$ cat src/rtl/n_to_m_mux_reg_pkg.sv
// Shared constants and helpers for the registered N_IN-to-N_OUT multiplexer.
// Holds default lane geometry, the clog2 rule and the reset-select rule.
package n_to_m_mux_reg_pkg;

    localparam int DEF_WIDTH = 2;
    localparam int DEF_N_IN  = 3;
    localparam int DEF_N_OUT = 2;

    function automatic int clog2(input int n);
        int r;
        r = 0;
        for (int i = 0; i < 31; i++) begin
            if ((1 << i) < n) r = i + 1;
        end
        return r;
    endfunction

    // Select/address ports are never narrower than one bit.
    function automatic int clog2_min1(input int n);
        return (clog2(n) < 1) ? 1 : clog2(n);
    endfunction

    function automatic int reset_sel(input int k, input int n_in);
        return k % n_in;
    endfunction

endpackage

$ cat src/rtl/n_to_m_mux_reg_lane_slice.sv
// One output lane: shadow/active select registers, commit/rotate update
// and the WIDTH-bit output register.
module mux_lane_slice
    import n_to_m_mux_reg_pkg::*;
#(
    parameter int WIDTH   = DEF_WIDTH,
    parameter int N_IN    = DEF_N_IN,
    parameter int SEL_W   = clog2_min1(DEF_N_IN),
    parameter int RST_SEL = 0
) (
    input  logic                    CLK,
    input  logic                    RST,
    input  logic [N_IN*WIDTH-1:0]   x,
    input  logic                    in_valid,
    input  logic                    wr_en,
    input  logic [SEL_W-1:0]        wr_data,
    input  logic                    commit,
    input  logic                    rot_en,
    output logic [WIDTH-1:0]        o
);

    localparam logic [SEL_W-1:0] SEL_RST  = SEL_W'(RST_SEL);
    localparam logic [SEL_W-1:0] SEL_LAST = SEL_W'(N_IN - 1);

    logic [SEL_W-1:0] shadow_q, shadow_d;
    logic [SEL_W-1:0] active_q, active_d;
    logic [WIDTH-1:0] o_q, o_d;
    logic [WIDTH-1:0] picked;

    always_comb begin
        // NOTE: every variable gets a default first, so no path can infer a latch.
        picked = '0;
        for (int i = 0; i < N_IN; i++) begin
            if (active_q == SEL_W'(i)) picked = x[i*WIDTH +: WIDTH];
        end

        shadow_d = wr_en ? wr_data : shadow_q;
        o_d      = in_valid ? picked : o_q;

        // Commit takes shadow_d so a same-cycle write is part of the commit.
        if (commit) begin
            active_d = shadow_d;
        end else if (rot_en && in_valid) begin
            active_d = (active_q == SEL_LAST) ? '0 : active_q + SEL_W'(1);
        end else begin
            active_d = active_q;
        end
    end

    // NOTE: state updates use non-blocking assignment so all flops sample pre-edge values.
    always_ff @(posedge CLK) begin
        if (RST) begin
            shadow_q <= SEL_RST;
            active_q <= SEL_RST;
            o_q      <= '0;
        end else begin
            shadow_q <= shadow_d;
            active_q <= active_d;
            o_q      <= o_d;
        end
    end

    assign o = o_q;

endmodule

$ cat src/rtl/n_to_m_mux_reg.sv
// Registered N_IN-to-N_OUT multiplexer with shadow/commit select loading
// and an optional round-robin rotate mode; one pipeline stage of latency.
module n_to_m_mux_reg
    import n_to_m_mux_reg_pkg::*;
#(
    parameter int WIDTH = DEF_WIDTH,
    parameter int N_IN  = DEF_N_IN,
    parameter int N_OUT = DEF_N_OUT,
    localparam int SEL_W  = clog2_min1(N_IN),
    localparam int ADDR_W = clog2_min1(N_OUT)
) (
    input  logic                    CLK,
    input  logic                    RST,
    input  logic [N_IN*WIDTH-1:0]   X,
    input  logic                    IN_VALID,
    input  logic                    SEL_WE,
    input  logic [ADDR_W-1:0]       SEL_ADDR,
    input  logic [SEL_W-1:0]        SEL_DATA,
    input  logic                    COMMIT,
    input  logic                    ROT_EN,
    output logic [N_OUT*WIDTH-1:0]  O,
    output logic                    O_VALID,
    output logic                    SEL_ERR
);

    logic             addr_ok, data_ok, wr_ok;
    logic [N_OUT-1:0] lane_we;
    logic             o_valid_q, o_valid_d;
    logic             sel_err_q, sel_err_d;

    always_comb begin
        addr_ok   = int'(SEL_ADDR) < N_OUT;
        data_ok   = int'(SEL_DATA) < N_IN;
        wr_ok     = SEL_WE && addr_ok && data_ok;
        sel_err_d = SEL_WE && !(addr_ok && data_ok);
        o_valid_d = IN_VALID;
        lane_we   = '0;
        for (int k = 0; k < N_OUT; k++) begin
            lane_we[k] = wr_ok && (SEL_ADDR == ADDR_W'(k));
        end
    end

    always_ff @(posedge CLK) begin
        if (RST) begin
            o_valid_q <= 1'b0;
            sel_err_q <= 1'b0;
        end else begin
            o_valid_q <= o_valid_d;
            sel_err_q <= sel_err_d;
        end
    end

    for (genvar k = 0; k < N_OUT; k++) begin : g_lane
        mux_lane_slice #(
            .WIDTH   (WIDTH),
            .N_IN    (N_IN),
            .SEL_W   (SEL_W),
            .RST_SEL (reset_sel(k, N_IN))
        ) u_lane (
            .CLK      (CLK),
            .RST      (RST),
            .x        (X),
            .in_valid (IN_VALID),
            .wr_en    (lane_we[k]),
            .wr_data  (SEL_DATA),
            .commit   (COMMIT),
            .rot_en   (ROT_EN),
            .o        (O[k*WIDTH +: WIDTH])
        );
    end

    assign O_VALID = o_valid_q;
    assign SEL_ERR = sel_err_q;

endmodule

$ cat config.mk
export PLATFORM = sky130hd
export DESIGN_NAME = n_to_m_mux_reg
export DESIGN_NICKNAME = d
export VERILOG_FILES = /design/src/rtl/n_to_m_mux_reg_pkg.sv /design/src/rtl/n_to_m_mux_reg_lane_slice.sv /design/src/rtl/n_to_m_mux_reg.sv
export SDC_FILE = /design/constraint.sdc
export NUM_CORES = 1
export LEC_CHECK = 0
export BUFFER_PORTS_ARGS = -buffer_cell sky130_fd_sc_hd__buf_2
export CORE_AREA = 2 2 43 45
export DETAILED_ROUTE_END_ITERATION = 8
export DIE_AREA = 0 0 45 47
export GPL_TIMING_DRIVEN = 0
export MAX_ROUTING_LAYER = met4
export PLACE_DENSITY = 0.63
export RECOVER_POWER = 100
export SYNTH_ARGS = -nofsm -noshare
export SYNTH_HDL_FRONTEND = slang
export SYNTH_SLANG_ARGS = --single-unit
$ cat constraint.sdc
create_clock -name CLK -period 3.2 [get_ports CLK]
set_input_delay 0.32 -clock CLK [delete_from_list [all_inputs] [get_ports CLK]]
set_output_delay 0.32 -clock CLK [all_outputs]
set_load 0.03 [all_outputs]
* Word-level counts from Yosys, hierarchy flattened
Index checks and enable logic that the tools add are counted.
W data, S select, Z words.
** Storage, ports and cells
- Register bits :: 14
- Output and inout bits :: 6
** Operators by class
- $add $sub $neg :: 2
- $lt $le $gt $ge :: 1
- Equal/unequal tests :: 4
- Muxes and demuxes :: 14
- Bitwise logic cells :: 1
- Reduce and logical (&&, ||, !) cells :: 9
** Operators with widths (number)
- $mux W2 :: 14
- $logic_and A1 B1 Y1 :: 5
- $add A2 B1 Y2 const B :: 2
- $eq A2 B1 Y1 const B :: 2
- $eq A2 B2 Y1 const B :: 2
- $logic_not A2 Y1 :: 2
- $lt A2 B2 Y1 const B :: 1
- $reduce_bool A2 Y1 :: 1
- $logic_not A1 Y1 :: 1
- $not A1 Y1 :: 1

* Longest topological paths before layout
Gate-level depths: netlist of run 1.
- Depth in word-level cells :: 5
- Mapped depth :: 3

* Modules after synthesis
From an unflattened synthesis of run 1, not the netlist that was laid out.
** Unflattened totals
- Cell total of the unflattened synthesis :: 66
- Area total of the unflattened synthesis :: 644.4 µm²
** By module, submodules not included
- mux_lane_slice at g_lane[1].u_lane :: instances 1, cells an instance 31, area each 285.3 µm²
- mux_lane_slice at g_lane[0].u_lane :: instances 1, cells an instance 28, area each 279.0 µm²
- n_to_m_mux_reg :: instances 1, cells an instance 7, area each 80.1 µm²

* Least setup slack after synthesis of run 1
No wires, ideal clock.
- Path type :: reg-to-reg
- Start point :: register g_lane[0].u_lane.active_q[1]
- End point :: register g_lane[0].u_lane.active_q[1]
- Arrival time :: 0.894 ns
- Data required time :: 3.067 ns
- Path slack :: 2.173 ns
- Stages on the path, launching flop included :: 4
- Period minus slack after synthesis :: 1.027 ns
- Cell sequence :: dfxtp_1 -> and2b_1 -> a311oi_1 -> a211oi_1
** On the way
- Word-level cells in the longest chain between the ends :: 4
- Elaborated cells between the ends (all ways) :: 5
- Classes of those cells :: add/sub (1); eq/ne (1); mux (3)
** RTL lines
- from (decl) :: line n_to_m_mux_reg_lane_slice.sv:26 : logic [SEL_W-1:0] active_q, active_d;
- from (signal assigned) :: line n_to_m_mux_reg_lane_slice.sv:58 : active_q <= active_d;
- $add A2 B1 Y2 or $eq A2 B2 Y1 (tied branches) :: line n_to_m_mux_reg_lane_slice.sv:44 : active_d = (active_q == SEL_LAST) ? '0 : active_q + SEL_W'(1);
- $mux W2 * :: line n_to_m_mux_reg_lane_slice.sv:44
- $mux W2 * :: line n_to_m_mux_reg_lane_slice.sv:43 : end else if (rot_en && in_valid) begin
- $mux W2 * :: line n_to_m_mux_reg_lane_slice.sv:41 : if (commit) begin
Mark *: on every way between the ends. The rest lies on a longest branch, timed or not. The select of a mux whose other input is x is not followed.
A chain may end at the register's enable or synchronous reset.

* Worst setup path after layout of run 1
- Start point :: register g_lane[1].u_lane.o_q[1]
- End point :: output port O[3]
** RTL lines
- from (decl) :: line n_to_m_mux_reg_lane_slice.sv:27 : logic [WIDTH-1:0] o_q, o_d;
- from (signal assigned) :: line n_to_m_mux_reg_lane_slice.sv:55 : o_q <= '0;
- from (signal assigned) :: line n_to_m_mux_reg_lane_slice.sv:59 : o_q <= o_d;
- to (decl) :: line n_to_m_mux_reg.sv:21 : output logic [N_OUT*WIDTH-1:0] O,
No word-level cell between the ends.

==> reports/metrics.csv, run 1 <==
stage;metric;value;unit
critical_path;Top Family by Delay on Critical Path;flip-flops;
power_and_ir_drop;sw power;95.03;uW
worst_hold_path;hold_sp;RST;
finish;most common library cell in the layout ignoring fill and taps;dfxtp_1;
sta;final setup TNS;0;ns
route;DR vias;568;
power_and_ir_drop;Leak;0.0003261;uW
global_routing;vias in the first global route;474;
critical_path;reg2reg path depth;3;
route;antenna-violating nets left;0;
critical_path;crit path from;g_lane[1].u_lane.o[1]$_SDFFE_PP0P_;
sta;Worst Max-Slew Pin Slew;0.4868;ns
critical_path;crit path kind;reg -> out;
route;DR iter-0 viols;5;
finish;filler cell count;172;
sta;Worst Skew;0.004123;ns
critical_path;max incr delay on CP;0.34;ns
critical_path;cells along the critical path;clkbuf_1;
worst_hold_path;min-delay worst type;in -> reg;
floorplanning;row count;15;
critical_path;CP Launch Type;flip-flop;
critical_path;crit path capture;O[3];
sta;final worst slack;1.963;ns
clock_tree;Post-CTS Setup Bufs;0;
power_and_ir_drop;Int Power;256.4;uW
power_and_ir_drop;sw frac;27.05;%
sta;max-slew violations;0;
power_and_ir_drop;Logic pwr share;18.2;%
sta;Tmin final;1.237;ns
floorplanning;width of the die;45;microns
synthesis;post-synthesis cell area;638.1;sq um
clock_tree;clock insertion delay at the later pin of the skew report;0.27;ns
global_routing;global-route wire length before repair;2028;microns
synthesis;ys flop type;dfxtp_1;
clock_tree;cts repair resizes;0;
power_and_ir_drop;Clock power frac;26.7;%
critical_path;CP Max Fanout;2;
synthesis;Post-Syn Instances;64;
synthesis;asr flop ratio synth;0;%
placement;Setup WS pre-CTS;1.990;ns
global_routing;maximum number of pins on one net before global-route repair;11;
critical_path;Critical Path End Type;primary output;
floorplanning;Core ar.;1652;sq um
floorplanning;die area;2115;sq um
run;max_cap viols;0;
floorplanning;Initial Utilization;38.64;%
route;Routed WL per cell;12.98;microns
power_and_ir_drop;Pwr per Cell Area;458.1;nW/um^2
finish;Inserted Diodes;0;
finish;share of layout cells above drive strength 1;18.60;%
clock_tree;CTS Hold Bufs;0;
placement;PortBufs;19;
finish;commonest cells after routing, fill and taps aside;dfxtp_1, buf_2, clkbuf_1;
route;drc violations;0;
floorplanning;Ports;21;
clock_tree;H-tree levels;1;
sta;Tcrit/Tclk final;38.65;%
synthesis;YS warnings;0;
power_and_ir_drop;Seq pwr share;55.1;%
route;vias per inst;5.515;
clock_tree;Clock Path Buffers;2;
clock_tree;total CTS buffers;3;
run_status;status;completed;
placement;Placed Area;754.5;sq um
synthesis;Avg Synthesized Cell Area;9.971;sq um
clock_tree;CTS tree;built;
placement;post-DP HPWL;1001;microns
clock_tree;clock slew at reported path FFs;0.07;ns
clock_tree;total clock sinks;14;
critical_path;Reg2Reg Setup Slack;2.03;ns
sta;fmax;0.8086;GHz
global_routing;total grt overflow;0;
clock_tree;Root Driver;clkbuf_4;
sta;Rel. slew slack;67.54;%
critical_path;worst r2r dst;g_lane[0].u_lane.active_q[1]$_SDFFE_PP0P_;
synthesis;sequential element share of the synthesized area;43.92;%
synthesis;Post-synth EDFFs;0;
route;Detailed Route WL;1337;microns
synthesis;Syn Nets;79;
sta;final setup vio count;0;
global_routing;GR Util All Layers;13.67;%
power_and_ir_drop;VDD IR max;0.0002439;V
synthesis;synth unique cells;27;
finish;Finished Cell Area;767.0;sq um
critical_path;Worst path depth;1;
sta;RSZ-0062 raised after global routing;no;
finish;NumNets Final;103;
finish;area grow syn2layout;20.20;%
placement;placer congestion estimate;0.7362;
critical_path;Worst Path Buf+Inv;1;
route;DRT Pass-1 Iters;4;
critical_path;Worst Path Required;2.88;ns
synthesis;number of synthesized register bits;14;
critical_path;worst path arrival time;0.92;ns
sta;Final Hold Viols;0;
critical_path;Crit-path slowest cell;dfxtp_1;
global_routing;initial antenna violation count;0;
floorplanning;die height;47;microns
critical_path;FF-to-FF Start;g_lane[0].u_lane.active_q[1]$_SDFFE_PP0P_;
[routing by layer]
layer	vias to the layer above	track usage [%]	share of wire [%]
met4	0	8.824	0.90
met2	20	20.29	45
met1	247	17.10	47
met3	2	2.308	7.0
met5	-	-	0
li1	299	-	-
[synth_stat cells, types with 2 or more instances]
master     instances  area, sq um
dfxtp_1           14        280.3
a211oi_1           7        52.55
nor2_1             5        18.77
mux2i_1            4        40.04
o22ai_1            4        25.02
nand2_1            3        11.26
a2bb2oi_1          2        17.52
and3b_1            2        17.52
nand3b_1           2        15.01
nor3b_1            2        15.01
o211a_1            2        20.02
o211ai_1           2        15.01
[cell families (layout without fill, tap and decap cells)]
group | after synthesis | in the layout | share of synthesized area (%)
compound gates | 21 | 21 | 25.29
buf+inv | 4 | 26 | 2.547
flops | 14 | 14 | 43.92
mux | 4 | 4 | 6.275
simple gates | 21 | 21 | 21.96
[worst min-delay path by stage]
stage	end	slack, ns	depth (start not counted)
final	g_lane[1].u_lane.shadow_q[0]$_SDFF_PP1_	0.31	3
after global routing	g_lane[1].u_lane.shadow_q[0]$_SDFF_PP1_	0.33	3
after CTS	g_lane[1].u_lane.shadow_q[0]$_SDFF_PP1_	0.30	3
after detailed placement	g_lane[1].u_lane.shadow_q[0]$_SDFF_PP1_	0.46	2
after global placement	g_lane[1].u_lane.o[0]$_SDFFE_PP0P_	0.46	1
after floorplan	g_lane[1].u_lane.shadow_q[0]$_SDFF_PP1_	0.44	2
[sequential cells by signal (all words and copies together) (netlist names)]
name	count
SEL_ERR	1
g_lane.u_lane.active_q	4
g_lane.u_lane.o	4
O_VALID	1
g_lane.u_lane.shadow_q	4
[per-stage QoR]
stage               utilization [%]  power [uW]  std cells  hold slack [ns]
floorplan                         -       238.9         64           0.4360
global placement              45.68       262.4        100           0.4608
detailed placement            45.68       263.6        100           0.4581
CTS                           47.05       358.3        103           0.2992
global route                  46.44       368.7        103           0.3287
finish                        46.44       351.4        103           0.3134
[layout make-up]
class | instances | area, sq um | share of cell area (%)
well taps | 17 | 21.27 | 2.773
multi-input cells | 46 | 341.6 | 44.54
plain buffers | 3 | 12.51 | 1.631
flip-flops and latches | 14 | 280.3 | 36.54
clock buffers | 3 | 22.52 | 2.936
inverters | 1 | 3.754 | 0.4894
repair buffers | 19 | 85.08 | 11.09
[power groups by stage]
stage,sequential (uW),clock [uW],combinational (uW)
global placement,197,0,65.3
detailed placement,198,0,66.0
global route,195,104,70.2
floorplan,206,0,32.7
CTS,193,98.6,66.3
finish,194,93.8,64.0
[worst register-to-register path: stages (launching register included)]
cell and delay, ns:
dfxtp_1 0.43, and2b_1 0.24, a311oi_1 0.30, a211oi_1 0.08
(Power assumes the default switching activity.)
==> inputs of run 2 (changes only) <==
--- a/config.mk
+++ b/config.mk
@@ -5,13 +5,14 @@
 export SDC_FILE = /design/constraint.sdc
 export NUM_CORES = 1
 export LEC_CHECK = 0
+export ABC_AREA = 1
 export BUFFER_PORTS_ARGS = -buffer_cell sky130_fd_sc_hd__buf_2
-export CORE_AREA = 2 2 43 45
+export CORE_AREA = 2 2 45 47
 export DETAILED_ROUTE_END_ITERATION = 8
-export DIE_AREA = 0 0 45 47
+export DIE_AREA = 0 0 47 49
 export GPL_TIMING_DRIVEN = 0
 export MAX_ROUTING_LAYER = met4
-export PLACE_DENSITY = 0.63
+export PLACE_DENSITY = 0.62
 export RECOVER_POWER = 100
 export SYNTH_ARGS = -nofsm -noshare
 export SYNTH_HDL_FRONTEND = slang
==> constraint.sdc (replaced) <==
create_clock -name CLK -period 1.2 [get_ports CLK]
set_input_delay 0.12 -clock CLK [delete_from_list [all_inputs] [get_ports CLK]]
set_output_delay 0.12 -clock CLK [all_outputs]
set_load 0.03 [all_outputs]
==> run 2 against run 1 <==
Effect of this change: synthesized cell count increased by 67%; sequential power increased to 2.6 times the previous value; global-route usage increased by 1.5 points; clock-buffer cell count increased by 1; critical path depth unchanged; wire length increased by 8.7%; synthesized area increased by 8.6%; hold slack got worse by 0.22 ns; flip-flop and latch count unchanged; clock power increased to 3.7 times the previous value; final cell count increased by 52%; die area increased by 8.9%; critical path type unchanged; largest cell class unchanged.
==> reports/metrics.csv, run 2 <==
stage;metric;value;unit
synthesis;Post-Syn Instances;107;
synthesis;Post-synth EDFFs;0;
synthesis;Avg Synthesized Cell Area;6.478;sq um
clock_tree;total CTS buffers;3;
critical_path;Crit-path slowest cell;dfxtp_1;
run_status;status;completed;
sta;max-slew violations;0;
placement;placer congestion estimate;0.8239;
placement;post-DP HPWL;1138;microns
worst_hold_path;min-delay worst type;in -> reg;
critical_path;Worst Path Buf+Inv;1;
sta;fmax;0.9530;GHz
sta;Worst Skew;0.005058;ns
route;Routed WL per cell;9.255;microns
power_and_ir_drop;VDD IR max;0.0005493;V
sta;Final Hold Viols;0;
floorplanning;Initial Utilization;37.64;%
critical_path;cells along the critical path;clkbuf_1;
synthesis;share of the synthesized area in the top cell type;40.43;%
floorplanning;row count;16;
sta;Rel. slew slack;70.69;%
floorplanning;die area;2303;sq um
floorplanning;die height;49;microns
power_and_ir_drop;Leak;0.0004368;uW
route;DR vias;712;
clock_tree;total clock sinks;14;
power_and_ir_drop;Pwr per Cell Area;1241;nW/um^2
synthesis;post-synthesis compound-gate area fraction;6.498;%
synthesis;sequential element share of the synthesized area;40.43;%
global_routing;total grt overflow;0;
route;DR iter-0 viols;6;
clock_tree;Clock Path Buffers;2;
critical_path;Critical Path End Type;primary output;
synthesis;Post-synth top cells;nand2_1, nor2_1, dfxtp_1;
synthesis;asr flop ratio synth;0;%
sta;Tcrit/Tclk final;87.44;%
finish;filler cell count;218;
clock_tree;Root Driver;clkbuf_4;
synthesis;synth unique cells;17;
finish;Storage cell area;280.3;sq um
finish;commonest cells after routing, fill and taps aside;nand2_1, nor2_1, dfxtp_1;
global_routing;initial antenna violation count;0;
finish;most common library cell in the layout ignoring fill and taps;nand2_1;
route;Detailed Route WL;1453;microns
critical_path;worst path arrival time;0.93;ns
critical_path;CP Launch Type;flip-flop;
clock_tree;H-tree levels;1;
critical_path;Top Family by Delay on Critical Path;flip-flops;
synthesis;largest family of logic cells by synthesized area;simple AND/OR/NAND/NOR gates;
synthesis;mux cell area share after synthesis;0;%
clock_tree;CTS Hold Bufs;0;
synthesis;Syn Nets;122;
sta;final setup vio count;0;
critical_path;crit path kind;reg -> out;
finish;Finished Cell Area;838.3;sq um
sta;Worst Max-Slew Pin Slew;0.4396;ns
global_routing;GR Util All Layers;15.14;%
synthesis;dominant cell by count in the synthesized netlist;nand2_1;
route;DRT Pass-1 Iters;4;
synthesis;number of synthesized register bits;14;
finish;multi-input gate area in the final layout;360.3;sq um
finish;NumNets Final;146;
synthesis;post-synthesis cell area;693.2;sq um
sta;final setup TNS;0;ns
placement;Placed Area;822.0;sq um
finish;share of layout cells above drive strength 1;16.15;%
synthesis;ys flop type;dfxtp_1;
clock_tree;CTS tree;built;
synthesis;Synth area leaders;dfxtp_1, nand2_1, nor2_1;
critical_path;CP Max Fanout;2;
global_routing;maximum number of pins on one net before global-route repair;11;
critical_path;max incr delay on CP;0.34;ns
route;vias per inst;4.535;
critical_path;Worst Path Required;1.08;ns
synthesis;YS warnings;0;
critical_path;Reg2Reg Setup Slack;0.26;ns
floorplanning;Core ar.;1842;sq um
placement;PortBufs;19;
clock_tree;cts repair resizes;0;
route;antenna-violating nets left;0;
global_routing;global-route wire length before repair;2477;microns
synthesis;XOR/XNOR Fraction of Synth Area;0;%
route;drc violations;0;
clock_tree;clock slew at reported path FFs;0.08;ns
finish;area grow syn2layout;20.94;%
synthesis;area leader, netlist;dfxtp_1;
run;max_cap viols;0;
floorplanning;Ports;21;
finish;Inserted Diodes;0;
clock_tree;clock insertion delay at the later pin of the skew report;0.28;ns
synthesis;fraction of the mapped netlist area in adder cells;0;%
global_routing;vias in the first global route;626;
synthesis;Simple-Gate Fraction of Synth Area;45.49;%
clock_tree;Post-CTS Setup Bufs;0;
sta;RSZ-0062 raised after global routing;no;
sta;Tmin final;1.049;ns
floorplanning;width of the die;47;microns
[run 2: changes by cell type after synthesis, moves of 5 or more]
cell      delta
inv_1        +6
nor2_1      +10
o21ai_0      +5
nand2_1     +38
a211oi_1     -7
nand3_1      +9
[run 2: power breakdown]
group          internal (uW)  switching [uW]  total [uW]
Combinational           62.2             128         190
Sequential               494            13.3         507
Clock                    185             158         343
Total                    741             299        1040
[run 2: layout make-up]
type | instances | area share (%)
Multi-Input combinational cell | 82 | 42.99
Sequential cell | 14 | 33.43
Timing Repair Buffer | 19 | 10.30
Clock buffer | 4 | 4.328
Inverter | 9 | 4.030
Tap cell | 27 | 4.030
Buffer | 2 | 0.8955
[run 2: path summary, 6_finish.rpt]
check	endpoint	startpoint	cells past startpoint
worst min register to register	g_lane[0].u_lane.shadow_q[1]$_SDFF_PP0_	g_lane[0].u_lane.shadow_q[1]$_SDFF_PP0_	2
worst max register to register	g_lane[0].u_lane.active_q[1]$_SDFFE_PP0P_	g_lane[0].u_lane.active_q[0]$_SDFFE_PP0P_	6
worst min-delay path	O_VALID$_SDFF_PP0_	RST	2
worst max-delay path	O[0]	g_lane[0].u_lane.o[0]$_SDFFE_PP0P_	1
[run 2: kinds of logic (layout without fill, tap and decap cells)]
group	count (synthesis)	count (layout)
and+or+nand+nor	73	73
DFF	14	14
buffers and inverters	11	34
AOI/OAI and AO/OA	9	9
[run 2: per-layer routing]
metal	routed length, microns	part of all wire [%]	GRT usage [%]
met1	712	49	19.91
met2	620	43	21.00
met3	77	5.3	3.333
met4	42	2.9	8.333
met5	0	0	-
[run 2: stage by stage]
stage | total power (uW) | worst slack (ns) | instances | hold WS, ns | utilization, %
6_report | 1040 | 0.1507 | 157 | 0.09452 | 45.52
5_1_grt | 1114 | 0.09027 | 157 | 0.1035 | 45.52
4_1_cts | 1066 | 0.2559 | 157 | 0.02987 | 46.60
3_5_place_dp | 718.0 | 0.2889 | 153 | 0.3389 | 44.63
3_3_place_gp | 716.4 | 0.2899 | 153 | 0.3436 | 44.63
2_1_floorplan | 649.1 | 0.3777 | 107 | 0.1891 | -
